[src/rtl/downstream_order_tracker.sv]
// downstream_order_tracker: per-client cancelled-order totals held in a
// single-port synchronous RAM. Each request is serialised through
// READ -> WRITE, so the next request always sees the previous write.
// Optional feature: define DOWNSTREAM_DEDUP_EN to drop back-to-back
// duplicate requests and count them in dup_count.
module downstream_order_tracker #(
  parameter int CLIENT_W = 5,
  parameter int AMOUNT_W = 16,
  parameter int ACC_W    = 16,
  parameter int ACC_MODE = 1
) (
  input  logic                clk,
  input  logic                rst,
  input  logic                in_valid,
  output logic                in_ready,
  input  logic [CLIENT_W-1:0] client_id,
  input  logic [AMOUNT_W-1:0] amount,
  output logic                out_valid,
  output logic [CLIENT_W-1:0] out_client_id,
  output logic [ACC_W-1:0]    cancelled_orders,
  output logic                busy,
  output logic [15:0]         dup_count
);

  localparam int DEPTH = 1 << CLIENT_W;

  typedef enum logic [1:0] {CLEAR, IDLE, READ, WRITE} state_t;

  state_t              state;
  logic [CLIENT_W-1:0] clr_ptr;
  logic [CLIENT_W-1:0] req_id;
  logic [AMOUNT_W-1:0] req_amt;

  logic [ACC_W-1:0]    mem [DEPTH];
  logic [ACC_W-1:0]    rd_data;
  logic                ram_we;
  logic [CLIENT_W-1:0] ram_addr;
  logic [ACC_W-1:0]    ram_wdata;

  logic [ACC_W:0]      sum;
  logic [ACC_W-1:0]    new_total;
  logic                accept;
  logic                is_dup;

  assign accept = in_valid && in_ready;

`ifdef DOWNSTREAM_DEDUP_EN
  logic                hist_valid;
  logic [CLIENT_W-1:0] hist_id;
  logic [AMOUNT_W-1:0] hist_amt;

  assign is_dup = hist_valid && (client_id == hist_id) && (amount == hist_amt);

  // Remember the last processed request and count saturating drops.
  always_ff @(posedge clk or posedge rst) begin
    if (rst) begin
      hist_valid <= 1'b0;
      hist_id    <= '0;
      hist_amt   <= '0;
      dup_count  <= '0;
    end else if (accept) begin
      if (is_dup) begin
        if (dup_count != 16'hFFFF) dup_count <= dup_count + 16'd1;
      end else begin
        hist_valid <= 1'b1;
        hist_id    <= client_id;
        hist_amt   <= amount;
      end
    end
  end
`else
  assign is_dup    = 1'b0;
  assign dup_count = '0;
`endif

  // New total from the RAM word fetched in READ; saturates instead of wrapping.
  always_comb begin
    sum = {1'b0, rd_data} + (ACC_W+1)'(req_amt);
    if (ACC_MODE == 0)
      new_total = ACC_W'(req_amt);
    else if (sum[ACC_W])
      new_total = '1;
    else
      new_total = sum[ACC_W-1:0];
  end

  // One RAM access per cycle: clear sweep, request read, or result write.
  always_comb begin
    ram_we    = 1'b0;
    ram_addr  = req_id;
    ram_wdata = new_total;
    case (state)
      CLEAR: begin
        ram_we    = 1'b1;
        ram_addr  = clr_ptr;
        ram_wdata = '0;
      end
      WRITE:   ram_we = 1'b1;
      default: ;
    endcase
  end

  // Single-port RAM with one-cycle registered read.
  always_ff @(posedge clk) begin
    if (ram_we) mem[ram_addr] <= ram_wdata;
    rd_data <= mem[ram_addr];
  end

  // Control FSM with registered handshake and result outputs.
  always_ff @(posedge clk or posedge rst) begin
    if (rst) begin
      state            <= CLEAR;
      clr_ptr          <= '0;
      req_id           <= '0;
      req_amt          <= '0;
      in_ready         <= 1'b0;
      busy             <= 1'b1;
      out_valid        <= 1'b0;
      out_client_id    <= '0;
      cancelled_orders <= '0;
    end else begin
      out_valid <= 1'b0;
      case (state)
        CLEAR: begin
          clr_ptr <= clr_ptr + 1'b1;
          if (clr_ptr == {CLIENT_W{1'b1}}) begin
            state    <= IDLE;
            in_ready <= 1'b1;
            busy     <= 1'b0;
          end
        end
        IDLE: begin
          if (accept && !is_dup) begin
            req_id   <= client_id;
            req_amt  <= amount;
            state    <= READ;
            in_ready <= 1'b0;
            busy     <= 1'b1;
          end
        end
        READ: state <= WRITE;
        WRITE: begin
          out_valid        <= 1'b1;
          out_client_id    <= req_id;
          cancelled_orders <= new_total;
          state            <= IDLE;
          in_ready         <= 1'b1;
          busy             <= 1'b0;
        end
        default: begin
          state    <= CLEAR;
          clr_ptr  <= '0;
          in_ready <= 1'b0;
          busy     <= 1'b1;
        end
      endcase
    end
  end

endmodule
[config.mk]
export PLATFORM = sky130hd
export DESIGN_NAME = downstream_order_tracker
export DESIGN_NICKNAME = d
export VERILOG_FILES = /design/src/rtl/downstream_order_tracker.sv
export SDC_FILE = /design/constraint.sdc
export NUM_CORES = 1
export LEC_CHECK = 0
export CORE_MARGIN = 2
export CORE_UTILIZATION = 60
export DETAILED_ROUTE_END_ITERATION = 12
export DONT_BUFFER_PORTS = 1
export PLACE_DENSITY = 0.74
export SYNTH_ARGS = -nofsm -noshare
export SYNTH_HDL_FRONTEND = slang
export SYNTH_SLANG_ARGS = --single-unit
[constraint.sdc]
create_clock -name clk -period 4.5 [get_ports clk]
set_clock_uncertainty 0.1 [all_clocks]
set_input_delay 0.45 -clock clk [delete_from_list [all_inputs] [get_ports clk]]
set_output_delay 0.45 -clock clk [all_outputs]
set_load 0.005 [all_outputs]
==> results of run 1 <==
[flip-flops by register name, indices dropped and copies added (netlist names)]
signal / count
rd_data: 16
busy: 1
cancelled_orders: 16
out_valid: 1
in_ready: 1
state: 2
out_client_id: 5
clr_ptr: 5
req_id: 5
mem: 512
req_amt: 16
[repair_timing]
item,4_1_cts,5_1_grt
hold buffers,22,0
buffers inserted,0,0
endpoints found under the hold margin,72,0
[layout by cell type, fill, tap and decap left out, types with 15 or more instances in the layout]
master / n
a21oi_1: 69
a22oi_1: 101
buf_4: 75
clkbuf_1: 15
clkbuf_16: 55
conb_1: 16
dfrtp_1: 51
dfxtp_1: 16
dlygate4sd3_1: 22
edfxtp_1: 512
ha_1: 21
mux2_2: 28
mux4_2: 94
nand2_1: 21
nor2_1: 64
[layer usage]
layer,vias up,wire length (um),track usage [%]
li1,5207,-,-
met2,743,25630,43.89
met3,103,5281,5.629
met4,0,1445,9.425
met1,6438,21200,39.78
met5,-,0,0
[cell families (layout without fill, tap and decap cells)]
logic type	after synthesis	count (layout)	share of synthesized area, %
fa+ha+maj	23	23	1.294
simple gates	153	153	3.147
mux	128	128	11.07
other cells	1	17	0.01643
flops	580	580	74.49
xor+xnor	13	13	0.4990
compound gates	251	251	7.375
buf+inv	86	213	2.111
[Yosys cell counts, types with 9 or more instances]
cell type and instances:
mux4_2 94, nand2_1 21, buf_4 18, o21ai_0 11
nor2_1 72, dfxtp_1 16, mux2_2 28, buf_2 17
a22oi_1 101, a21o_1 12, a31oi_1 9, nand4_1 14
a211oi_1 9, ha_1 22, edfxtp_1 512, clkbuf_1 31
a21oi_1 75, dfrtp_1 51
[final cells by class]
cell class | instances | area [um2]
repair buffers | 103 | 898.4
well taps | 511 | 639.4
multi-input cells | 584 | 5535
flip-flops and latches | 580 | 17000
clock buffers | 73 | 1474
clock inverters | 28 | 259.0
inverters | 9 | 33.78
diodes | 1 | 2.502
fillers | 2298 | 11740
[metrics by stage]
stage	hold WS (ns)	std cells	area (um2)	setup slack (ns)
floorplan	0.3861	1250	22870	1.141
global placement	0.1548	1764	23870	1.036
detailed placement	0.1585	1764	23870	0.9476
CTS	0.07422	1887	25820	0.9071
global route	0.09981	1888	25840	0.5662
finish	0.09218	1889	25840	0.8151
[worst max-delay path by stage]
stage	depth (start not counted)	slack (ns)	endpoint	start
floorplan	8	1.14	mem[0][14]$_DFFE_PP_	req_amt[0]$_DFFE_PP0P_
global placement	8	1.04	mem[9][0]$_DFFE_PP_	rd_data[3]$_DFF_P_
detailed placement	8	0.95	mem[9][0]$_DFFE_PP_	rd_data[3]$_DFF_P_
CTS	9	0.91	mem[2][0]$_DFFE_PP_	req_amt[0]$_DFFE_PP0P_
global route	9	0.57	mem[29][1]$_DFFE_PP_	req_amt[0]$_DFFE_PP0P_
finish	9	0.82	mem[2][0]$_DFFE_PP_	req_amt[0]$_DFFE_PP0P_
[worst max-delay path, delay by kind of cell, from the launching register on]
kind                     cells  cell delay, ns
AO/OA/AOI/OAI                4            0.91
adder cells (fa/ha/maj)      2            0.50
AND/OR/NAND/NOR              2            1.15
flip-flops                   1            0.36
buffers and inverters        1            0.23
==> flow_summary.ini, run 1 <==
[run_status]
status = completed

[clock_network]
cts_inserted_buffers = 55
clkLatencyLatePin_ns = 0.61
clk_path_buf_depth = 3
clock_sinks = 580
htree_levels = 2
cts_tree = yes
cts_root_buf = clkbuf_16
post_cts_resized = 0
clk_pin_slew_ns = 0.07

[setup_path]
critPathArrivalTime_ns = 3.79
cp.required_ns = 4.61
ff2ff_path_depth = 9
crit_fanout = 32
critPathKind = flip-flop to flip-flop
cp_cell_sequence = ha_1 -> fa_1 -> a211oi_1 -> o21ai_0 -> a21o_1 -> a31oi_2 -> buf_4 -> nor2b_1 -> nor2_2
start_kind = flip-flop
rr_endpoint = mem[2][0]$_DFFE_PP_
cp-end-kind = flip-flop
r2r_setup_slack_ns = 0.82
slowest_stage = nor2_2
cp_slowest_stage_delay_ns = 0.96
rr_startpoint = req_amt[0]$_DFFE_PP0P_

[logic_synthesis]
synth_edf_count = 512
yosys-top-cells-area = edfxtp_1, mux4_2, dfrtp_1, a22oi_1, a21oi_1
syn_area_per_cell_um2 = 18.48
yosysTopAreaCell = edfxtp_1
ys.flop_type = edfxtp_1
netlist.area_leader.share_pct = 67.38
synth.yosys.seq_area_share_pct = 74.49
synth.distinct_cells = 61
syn_inst = 1235
synth-seq-cells = 580
yosys_warnings = 0
synthArstFlopShare_pct = 8.966
netlist_area_mm2 = 0.02282

[sta]
fmax_mhz = 271.4
tightest_slew_ns = 1.294
rsz0062_at_grt = no
post-route-min-period_ns = 3.685
finalHoldViolCount = 0
post-route-period-util_pct = 81.89
setup_viol = 0
tns_ns = 0
drv_slew = 0
relSlewSlack_pct = 13.64

[global_routing]
antenna_found_initial = 0
grt-ovfl-total = 0
grt_pass1_wl_mm = 79.00
grt_usage_pct = 27.92
grt_max_degree = 45
grt_pass1_vias = 12219

[die]
die-area_mm2 = 0.03961
start_util_pct = 60.72
core_region_area_mm2 = 0.03758
io_pins = 64
die_h_um = 199.0
row_count = 71
die_x_um = 199.0

[finish]
layout-drive-gt1-share_pct = 22.59
final_util_pct = 68.76
syn2layout_area_growth_pct = 13.24
nets = 1380

[routing]
drc_errors = 0
via_per_inst = 6.612
final_antenna_net_count = 0
wl_mm = 53.55
drt-pass1-iter-count = 6
wl_per_cell_um = 28.35
vias = 12491
first_iter_violations = 1391

[job]
max_cap_viol_count = 0

[placed_design]
gp_congestion = 0.8289
dp_hpwl_mm = 33.16
numPortBuffers = 0

[hold_path]
hold_path.class = primary input to async pin
Power of run 1 is not shown: default switching activity piles up to over one toggle a cycle in this logic, so the estimate is an artifact.
==> inputs of run 2 (changes only) <==
CORE_UTILIZATION = 57   (was 60)
PLACE_DENSITY = 0.73   (was 0.74)
clock period = 3 ns   (was 4.5 ns; I/O delays follow)
==> flow_summary.ini, run 2 (synthesis results as in run 1) <==
[global_routing]
grt-ovfl-total = 0
grt_max_degree = 53
antenna_found_initial = 3
grt_pass1_wl_mm = 82.09
grt_usage_pct = 27.22
grt_pass1_vias = 12823

[setup_path]
cp-end-kind = flip-flop
start_kind = flip-flop
crit_fanout = 21
rr_startpoint = state[1]$_DFFE_PP0P_
cp.required_ns = 3.45
crit_start = state[1]$_DFFE_PP0P_
critPathKind = flip-flop to flip-flop
ff2ff_path_depth = 11
critPathArrivalTime_ns = 3.34

[sta]
setup_viol = 0
post-route-period-util_pct = 96.39
tightest_slew_ns = 1.091
drv_slew = 0
finalHoldViolCount = 0
post-route-min-period_ns = 2.892
relSlewSlack_pct = 27.17
fmax_mhz = 345.8
rsz0062_at_grt = no

[routing]
wl_per_cell_um = 28.08
drt-pass1-iter-count = 9
vias = 12879
wl_mm = 56.25
final_antenna_net_count = 0
first_iter_violations = 1769
drc_errors = 0
via_per_inst = 6.430

[finish]
seqCellArea_mm2 = 0.01700
syn2layout_area_growth_pct = 19.16
fin_cells = 2003
mostFrequentLayoutCells = edfxtp_1, buf_4, a22oi_1, mux4_2, a21oi_1
largest_register_ffs = 512
diodes = 0
fin_area_mm2 = 0.02719
fillers = 2475
final_util_pct = 68.59
top_register = mem
layout-drive-gt1-share_pct = 29.43
nets = 1480
final_common_cell = edfxtp_1
multi_input_area_mm2 = 0.005625

[die]
start_util_pct = 57.56
core_region_area_mm2 = 0.03964
die_x_um = 204.1
die_h_um = 204.1
row_count = 73
io_pins = 64
die-area_mm2 = 0.04165

[clock_network]
clk_pin_slew_ns = 0.06
clock_sinks = 580
cts_inserted_buffers = 56
clkLatencyLatePin_ns = 0.61
clk_path_buf_depth = 3
cts_root_buf = clkbuf_16
htree_levels = 2
cts_tree = yes

[hold_path]
hold_path.class = primary input to flip-flop
worstHoldPathCells = 2
worstHoldStart = in_valid

[run_status]
status = completed

[placed_design]
gp_congestion = 0.9073
placed_area_mm2 = 0.02511
dp_cells = 1872
numPortBuffers = 0
dp_hpwl_mm = 35.37

[job]
max_cap_viol_count = 0
-- run 2: cell count changes in the layout (fill, tap and decap cells not counted), sizes merged --
cell and change:
inv +3, bufinv -1, clkinvlp +1, clkinv +6
dlygate4sd3 +1, buf +97, clkbuf -6, diode -1
-- run 2: layer usage --
metal	share of wire [%]	vias up	GRT usage [%]
li1	-	5415	-
met1	38	6581	37.86
met2	48	739	43.80
met3	10	142	5.453
met4	3.6	2	8.877
met5	0.032	-	0
-- run 2: timing repair --
action | in CTS | in global routing
resized for setup | 3 | 7
setup endpoints to repair | 415 | 421
pin swaps | 2 | 1
buffers inserted | 3 | 0
hold endpoints to repair | 75 | 0
cloned | 0 | 2
hold buffers | 23 | 0
-- run 2: critical path: stages (launching register included) --
cell and delay (ns):
dfrtp_1 0.36, inv_1 0.10, ha_4 0.22, buf_12 0.16
nand2b_1 0.18, and2_1 0.23, nor2_1 0.62, buf_4 0.32
a22oi_1 0.10, buf_4 0.19, nand4_1 0.10, buf_4 0.15
-- run 2: stage by stage --
stage	TNS [ns]	setup WS (ns)	hold slack, ns
finish	0	0.1082	0.05960
global route	0	0.01852	0.05522
CTS	0	0.004660	0.02935
detailed placement	-21.67	-0.3203	0.3537
global placement	-12.24	-0.1137	0.3510
floorplan	-29.27	-0.2287	0.3504
-- run 2: area by class of cell --
class	count	area share, %
Clock buffer	66	5.370
Timing Repair Buffer	202	7.892
Tap cell	525	2.416
Clock inverter	37	0.9985
Multi-Input combinational cell	584	20.69
Inverter	9	0.1242
Sequential cell	580	62.51
-- run 2: path summary, 6_finish.rpt --
path                                           end  slack (ns)
setup / recovery                rd_data[6]$_DFF_P_        0.11
hold / removal               req_id[2]$_DFFE_PP0P_        0.06
setup reg to reg                rd_data[6]$_DFF_P_        0.11
hold reg to reg             req_amt[3]$_DFFE_PP0P_        0.41
max in group asynchronous   clr_ptr[4]$_DFFE_PP0P_        1.79
min in group asynchronous  req_amt[11]$_DFFE_PP0P_        0.33
Power of run 2 is left out for the same reason.
